<file path="src/rtl/adc_stream_decoder_if.sv">
// Stream bundle for the ADC word decoder: tagged input stream and decoded sample stream.
// The decoder uses the slave view; the producer/consumer side uses the master view.
interface adc_stream_decoder_if;
    logic        s_axis_tvalid;
    logic        s_axis_tready;
    logic [31:0] s_axis_tdata;
    logic        m_axis_tvalid;
    logic        m_axis_tready;
    logic [31:0] m_axis_tdata;
    logic        m_axis_tlast;

    modport slave (
        input  s_axis_tvalid, s_axis_tdata, m_axis_tready,
        output s_axis_tready, m_axis_tvalid, m_axis_tdata, m_axis_tlast
    );

    modport master (
        output s_axis_tvalid, s_axis_tdata, m_axis_tready,
        input  s_axis_tready, m_axis_tvalid, m_axis_tdata, m_axis_tlast
    );
endinterface

</file>
<file path="src/rtl/adc_stream_decoder.sv">
// Decodes the tagged ADC capture stream into sign-extended A/B sample beats with TLAST,
// plus per-burst statistics and sticky protocol-error flags.
module adc_stream_decoder #(
    parameter int TS_WIDTH  = 60,
    parameter int LEN_WIDTH = 32
) (
    input  logic                 aclk,
    input  logic                 areset,
    adc_stream_decoder_if.slave  axis,
    input  logic                 clear_stats,
    output logic                 burst_done,
    output logic [TS_WIDTH-1:0]  burst_ts,
    output logic [LEN_WIDTH-1:0] burst_len,
    output logic [15:0]          bursts_count,
    output logic [3:0]           err_flags
);
    typedef enum logic [1:0] {IDLE, WAIT_HIGH, BURST} state_t;

    localparam logic [1:0] TAG_TS_LOW  = 2'b00;
    localparam logic [1:0] TAG_TS_HIGH = 2'b01;
    localparam logic [1:0] TAG_DATA    = 2'b10;
    localparam logic [1:0] TAG_END     = 2'b11;

    state_t               state;
    logic [29:0]          ts_low;
    logic [LEN_WIDTH-1:0] len;
    logic                 pend_valid;
    logic [31:0]          pend_data;
    logic                 out_valid;
    logic [31:0]          out_data;
    logic                 out_last;

    logic        ready;
    logic        accept;
    logic [1:0]  tag;
    logic [29:0] payload;
    logic [31:0] sample;

    logic       emit;
    logic       emit_last;
    logic       close;
    logic [3:0] err_set;

    assign tag     = axis.s_axis_tdata[31:30];
    assign payload = axis.s_axis_tdata[29:0];
    assign sample  = {payload[29], payload[29:15], payload[14], payload[14:0]};

    // The output register is the only backpressure point; an accepted word emits at most one beat.
    assign ready  = !out_valid || axis.m_axis_tready;
    assign accept = axis.s_axis_tvalid && ready;

    assign axis.s_axis_tready = ready;
    assign axis.m_axis_tvalid = out_valid;
    assign axis.m_axis_tdata  = out_data;
    assign axis.m_axis_tlast  = out_last;

    // NOTE: every always_comb output gets a default first so no latch is inferred.
    always_comb begin
        emit      = 1'b0;
        emit_last = 1'b0;
        close     = 1'b0;
        err_set   = 4'b0000;
        if (accept) begin
            case (state)
                IDLE: begin
                    if (tag == TAG_TS_HIGH) err_set[1] = 1'b1;
                    else if (tag[1])        err_set[0] = 1'b1;
                end
                WAIT_HIGH: begin
                    if (tag != TAG_TS_HIGH) err_set[1] = 1'b1;
                end
                BURST: begin
                    case (tag)
                        TAG_DATA: emit = pend_valid;
                        TAG_END, TAG_TS_LOW: begin
                            emit       = pend_valid;
                            emit_last  = 1'b1;
                            close      = 1'b1;
                            err_set[3] = (len == '0);
                            err_set[2] = (tag == TAG_TS_LOW);
                        end
                        default: err_set[1] = 1'b1;
                    endcase
                end
                default: ;
            endcase
        end
    end

    // NOTE: sequential state uses non-blocking assignments only, so every read sees the pre-edge value.
    always_ff @(posedge aclk or posedge areset) begin
        if (areset) begin
            state        <= IDLE;
            ts_low       <= '0;
            len          <= '0;
            pend_valid   <= 1'b0;
            pend_data    <= '0;
            out_valid    <= 1'b0;
            out_data     <= '0;
            out_last     <= 1'b0;
            burst_done   <= 1'b0;
            burst_ts     <= '0;
            burst_len    <= '0;
            bursts_count <= '0;
            err_flags    <= '0;
        end else begin
            burst_done <= close;
            // A new error in the same cycle as clear_stats survives the clear.
            err_flags  <= (clear_stats ? 4'b0000 : err_flags) | err_set;
            if (clear_stats)
                bursts_count <= {15'd0, close};
            else if (close)
                bursts_count <= bursts_count + 16'd1;

            if (emit) begin
                out_valid <= 1'b1;
                out_data  <= pend_data;
                out_last  <= emit_last;
            end else if (axis.m_axis_tready) begin
                out_valid <= 1'b0;
            end

            if (close) begin
                pend_valid <= 1'b0;
                burst_len  <= len;
            end

            if (accept) begin
                case (state)
                    IDLE: begin
                        if (tag == TAG_TS_LOW) begin
                            ts_low <= payload;
                            state  <= WAIT_HIGH;
                        end
                    end
                    WAIT_HIGH: begin
                        case (tag)
                            TAG_TS_LOW: ts_low <= payload;
                            TAG_TS_HIGH: begin
                                burst_ts <= TS_WIDTH'({payload, ts_low});
                                len      <= '0;
                                state    <= BURST;
                            end
                            default: state <= IDLE;
                        endcase
                    end
                    BURST: begin
                        case (tag)
                            TAG_DATA: begin
                                pend_data  <= sample;
                                pend_valid <= 1'b1;
                                if (len != '1) len <= len + LEN_WIDTH'(1);
                            end
                            TAG_END: state <= IDLE;
                            TAG_TS_LOW: begin
                                ts_low <= payload;
                                state  <= WAIT_HIGH;
                            end
                            default: ;
                        endcase
                    end
                    default: state <= IDLE;
                endcase
            end
        end
    end
endmodule

</file>
<file path="src/flat_wrapper.sv">
// flat-port wrapper written by rule: the top's interface ports become plain ports
module adc_stream_decoder_flat 
#(
    parameter int TS_WIDTH  = 60,
    parameter int LEN_WIDTH = 32
)
  (aclk, areset, clear_stats, burst_done, burst_ts, burst_len, bursts_count, err_flags, axis_s_axis_tvalid, axis_s_axis_tdata, axis_m_axis_tready, axis_s_axis_tready, axis_m_axis_tvalid, axis_m_axis_tdata, axis_m_axis_tlast);
  adc_stream_decoder_if axis_i ();
  input  logic aclk;
  input  logic areset;
  input  logic clear_stats;
  output logic burst_done;
  output logic [TS_WIDTH-1:0] burst_ts;
  output logic [LEN_WIDTH-1:0] burst_len;
  output logic [15:0] bursts_count;
  output logic [3:0] err_flags;
  input wire logic [$bits(axis_i.s_axis_tvalid)-1:0] axis_s_axis_tvalid;
  input wire logic [$bits(axis_i.s_axis_tdata)-1:0] axis_s_axis_tdata;
  input wire logic [$bits(axis_i.m_axis_tready)-1:0] axis_m_axis_tready;
  output wire logic [$bits(axis_i.s_axis_tready)-1:0] axis_s_axis_tready;
  output wire logic [$bits(axis_i.m_axis_tvalid)-1:0] axis_m_axis_tvalid;
  output wire logic [$bits(axis_i.m_axis_tdata)-1:0] axis_m_axis_tdata;
  output wire logic [$bits(axis_i.m_axis_tlast)-1:0] axis_m_axis_tlast;
  assign axis_i.s_axis_tvalid = axis_s_axis_tvalid;
  assign axis_i.s_axis_tdata = axis_s_axis_tdata;
  assign axis_i.m_axis_tready = axis_m_axis_tready;
  assign axis_s_axis_tready = axis_i.s_axis_tready;
  assign axis_m_axis_tvalid = axis_i.m_axis_tvalid;
  assign axis_m_axis_tdata = axis_i.m_axis_tdata;
  assign axis_m_axis_tlast = axis_i.m_axis_tlast;
  adc_stream_decoder #(.TS_WIDTH(TS_WIDTH), .LEN_WIDTH(LEN_WIDTH)) u_core (.aclk(aclk), .areset(areset), .axis(axis_i), .clear_stats(clear_stats), .burst_done(burst_done), .burst_ts(burst_ts), .burst_len(burst_len), .bursts_count(bursts_count), .err_flags(err_flags));
endmodule
</file>
<file path="config.mk">
export PLATFORM = sky130hd
export DESIGN_NAME = adc_stream_decoder_flat
export DESIGN_NICKNAME = d
export VERILOG_FILES = /design/src/rtl/adc_stream_decoder_if.sv /design/src/rtl/adc_stream_decoder.sv /design/src/flat_wrapper.sv
export SDC_FILE = /design/constraint.sdc
export NUM_CORES = 1
export LEC_CHECK = 0
export BUFFER_PORTS_ARGS = -buffer_cell sky130_fd_sc_hd__buf_2
export CAP_MARGIN = 5
export CORE_ASPECT_RATIO = 0.75
export CORE_UTILIZATION = 30
export DETAILED_ROUTE_END_ITERATION = 12
export GPL_TIMING_DRIVEN = 1
export SLEW_MARGIN = 0
export SYNTH_ARGS = -nofsm -noshare
export SYNTH_HDL_FRONTEND = slang
export SYNTH_SLANG_ARGS = --single-unit
</file>
<file path="constraint.sdc">
create_clock -name aclk -period 10.15 [get_ports aclk]
set_input_delay 1.015 -clock aclk [delete_from_list [all_inputs] [get_ports aclk]]
set_output_delay 1.015 -clock aclk [all_outputs]
set_load 0.01 [all_outputs]
</file>
==> metrics <==
P_leak=6.15 nW; Setup crit start kind=primary input; GPL Wtd Cong=0.857; pwr dens=214 nW/um^2; Slew Limit Fails=0; global-route wire length before repair=41,400 um; PostCTS Resize Cnt=0; reg2reg setup slack=7110 ps; Mean Syn Cell Area=11.4 sq um; drt pass-1 iters=5; synth warn=0; simple-gate share of the synthesized area=0.160; via count=7,394; Setup Skew=12.4 ps; Final Core Density=0.375; Post-synth EDFFs=0; Top Ports=185; die width=214 um; top-area cell type share of the netlist area=0.593; Overflow after GRT=0; mapped cell area=10,100 sq um; Synth Area in Adders=0.00865; vias in the first global route=7,196; CTS tree=done; die area=34,500 sq um; largest family of logic cells by synthesized area=simple AND/OR/NAND/NOR gates; Max rail drop VDD=0.000106 V; Crit Path Category=in -> reg; post-CTS setup buffer count=0; status=complete, no violations; Hold Path Stages=2; Fin. Hold Viols=0; number of library cell types mapped by synthesis=51; Tcrit/Tclk final=0.329; CP Capture Type=register; DRT Wirelength=25,800 um; initial antenna violation count=1; # port buffers=184; layout cells sized above 1=0.341; largest net degree at the start of global routing=94; root buffer cell=clkbuf_16; unrepaired setup endpoints after global routing=no; Seq cells post-synth=240; number of max-cap violations=0; Total GRT Usage=0.150; register area share after synthesis=0.593; Reg2Reg Depth=6; 1st-iter DRT viols=596; hold buffer count at CTS=0; Vias/cell=4.88; CP max FO=32; starting density of the core=0.309; post-synthesis compound-gate area fraction=0.0519; worst slew pin tran=1050 ps; Final setup viols=0; DRC Markers=0; row count=57; Synth Net Count=934; Clk pin slew, worst setup/hold paths=60 ps; clock latency on the worst-skew pair=540 ps; fraction of registers with async set/reset=1.00; post-layout minimum cycle time=3340 ps; Hold WC Path Type=reg -> reg; drt wl/cell=17.0 um; Fin Setup TNS=0 ps; Rel. slew slack=0.296; mux cell area share after synthesis=0.138; worst path arrival time=3770 ps; H-tree depth=1; Core Region=32,800 sq um; # nets final=1,098; Synth-to-Final Area Change=21.6%; Cells after Synth=890; CTS Sinks=240; Synth Flop Type=dfrtp_1; die height=161 um; top area cells in the synthesized netlist=dfrtp_1 (59%), mux2_2 (13%), nand2_1 (7.3%); hpwl dp=16,700 um; Synth area leader=dfrtp_1; Req. time, crit path=10,570 ps; Clock Path Buffers=3; Max Fclk=0.299 GHz; post-route ant nets=0; CTS Buf Count=26; xor/xnor cell area share of the yosys netlist=0.0156
-- worst max-delay path, cell delays in order --
cell,delay [ps]
buf_2,130
inv_1,70
ha_1,310
nor3b_1,340
nand3_1,650
buf_4,490
nor4_1,400
a21oi_1,120
a31o_2,220
-- stage by stage --
stage | power, mW | worst slack, ps | cell area, sq um | hold WS, ps | cells
CTS | 2.68 | 6840 | 12300 | 474 | 1513
global placement | 1.68 | 6360 | 11400 | 454 | 1468
detailed placement | 1.70 | 6280 | 11400 | 459 | 1468
global route | 2.78 | 6570 | 12300 | 492 | 1514
floorplan | 1.49 | 2550 | 10100 | 442 | 890
finish | 2.63 | 6810 | 12300 | 468 | 1514
-- area by class of cell --
type                       count  area (sq um)
multi-input combinational    573          3810
timing repair buffer         194           996
clock inverter                 7          96.3
fill                        3292         20500
sequential                   240          6010
inverter                      19          78.8
clock buffer                  38           767
tap                          442           553
antenna                        1          2.50
-- cell usage in the layout (no fill, tap or decap), drive strengths merged, types with 4 or more instances in the layout --
| cell type | instances |
|---|---|
| mux2i | 4 |
| dfrtp | 240 |
| a31oi | 20 |
| o31ai | 13 |
| inv | 19 |
| ha | 7 |
| nor4 | 16 |
| clkinv | 5 |
| nor3 | 13 |
| a41oi | 4 |
| nand3 | 25 |
| nor4b | 5 |
| xnor2 | 11 |
| o21ai | 19 |
| clkbuf | 38 |
| nor2 | 23 |
| and3 | 12 |
| buf | 194 |
| a21oi | 5 |
| nand2 | 198 |
| nand4 | 27 |
| and4 | 7 |
| mux2 | 121 |
| or3 | 5 |
| xor2 | 7 |
-- cells by family after synthesis --
group / after synthesis
and+or+nand+nor: 344
DFF: 240
muxes: 125
AOI/OAI and AO/OA: 79
buffers and inverters: 77
xor gates and xnor gates: 18
adders and majority gates: 7
-- synthesized netlist by cell type, types with 3 or more instances --
| library cell | n |
|---|---|
| dfrtp_1 | 240 |
| nand2_1 | 198 |
| mux2_2 | 121 |
| nand4_1 | 27 |
| clkbuf_1 | 26 |
| nand3_1 | 24 |
| nor2_1 | 23 |
| a31oi_1 | 20 |
| inv_1 | 19 |
| o21ai_0 | 18 |
| nor4_1 | 16 |
| nor3_1 | 13 |
| o31ai_1 | 13 |
| and3_1 | 12 |
| buf_1 | 12 |
| xnor2_1 | 11 |
| buf_2 | 10 |
| ha_1 | 7 |
| xor2_1 | 7 |
| and4_1 | 6 |
| clkbuf_2 | 6 |
| a21oi_1 | 5 |
| or3_1 | 5 |
| a41oi_1 | 4 |
| mux2i_1 | 4 |
| buf_4 | 3 |
| nand2b_1 | 3 |
| nor4b_1 | 3 |
| o22ai_1 | 3 |
| o41ai_1 | 3 |
-- worst paths after layout --
path	startpoint	to
max	axis_s_axis_tdata[30]	u_core.bursts_count[15]
min	u_core.pend_data[10]	u_core.pend_data[10]
max reg2reg	u_core.axis.m_axis_tvalid	u_core.len[21]
min reg2reg	u_core.pend_data[10]	u_core.pend_data[10]
max in group asynchronous	areset	u_core.burst_ts[12]
min in group asynchronous	areset	u_core.burst_ts[33]
-- layer usage --
metal | GRT usage | wire [um]
met5 | 0 | 0
met4 | 0.0403 | 550
met1 | 0.225 | 12600
met3 | 0.0337 | 1780
met2 | 0.214 | 10800
-- report_power, final --
part / internal [mW] / switching [mW]
clock: 0.572 / 0.388
sequential: 1.14 / 0.0989
combinational: 0.214 / 0.225
total: 1.92 / 0.712
-- registers in the layout (all words and copies together) (netlist names) --
name,count
u_core.axis.m_axis_tdata,30
u_core.burst_len,32
u_core.pend_data,30
u_core.bursts_count,16
u_core.axis.m_axis_tvalid,1
u_core.state,2
u_core.len,32
u_core.pend_valid,1
u_core.burst_ts,60
u_core.err_flags,4
u_core.burst_done,1
u_core.ts_low,30
u_core.axis.m_axis_tlast,1
(Power assumes the default switching activity.)
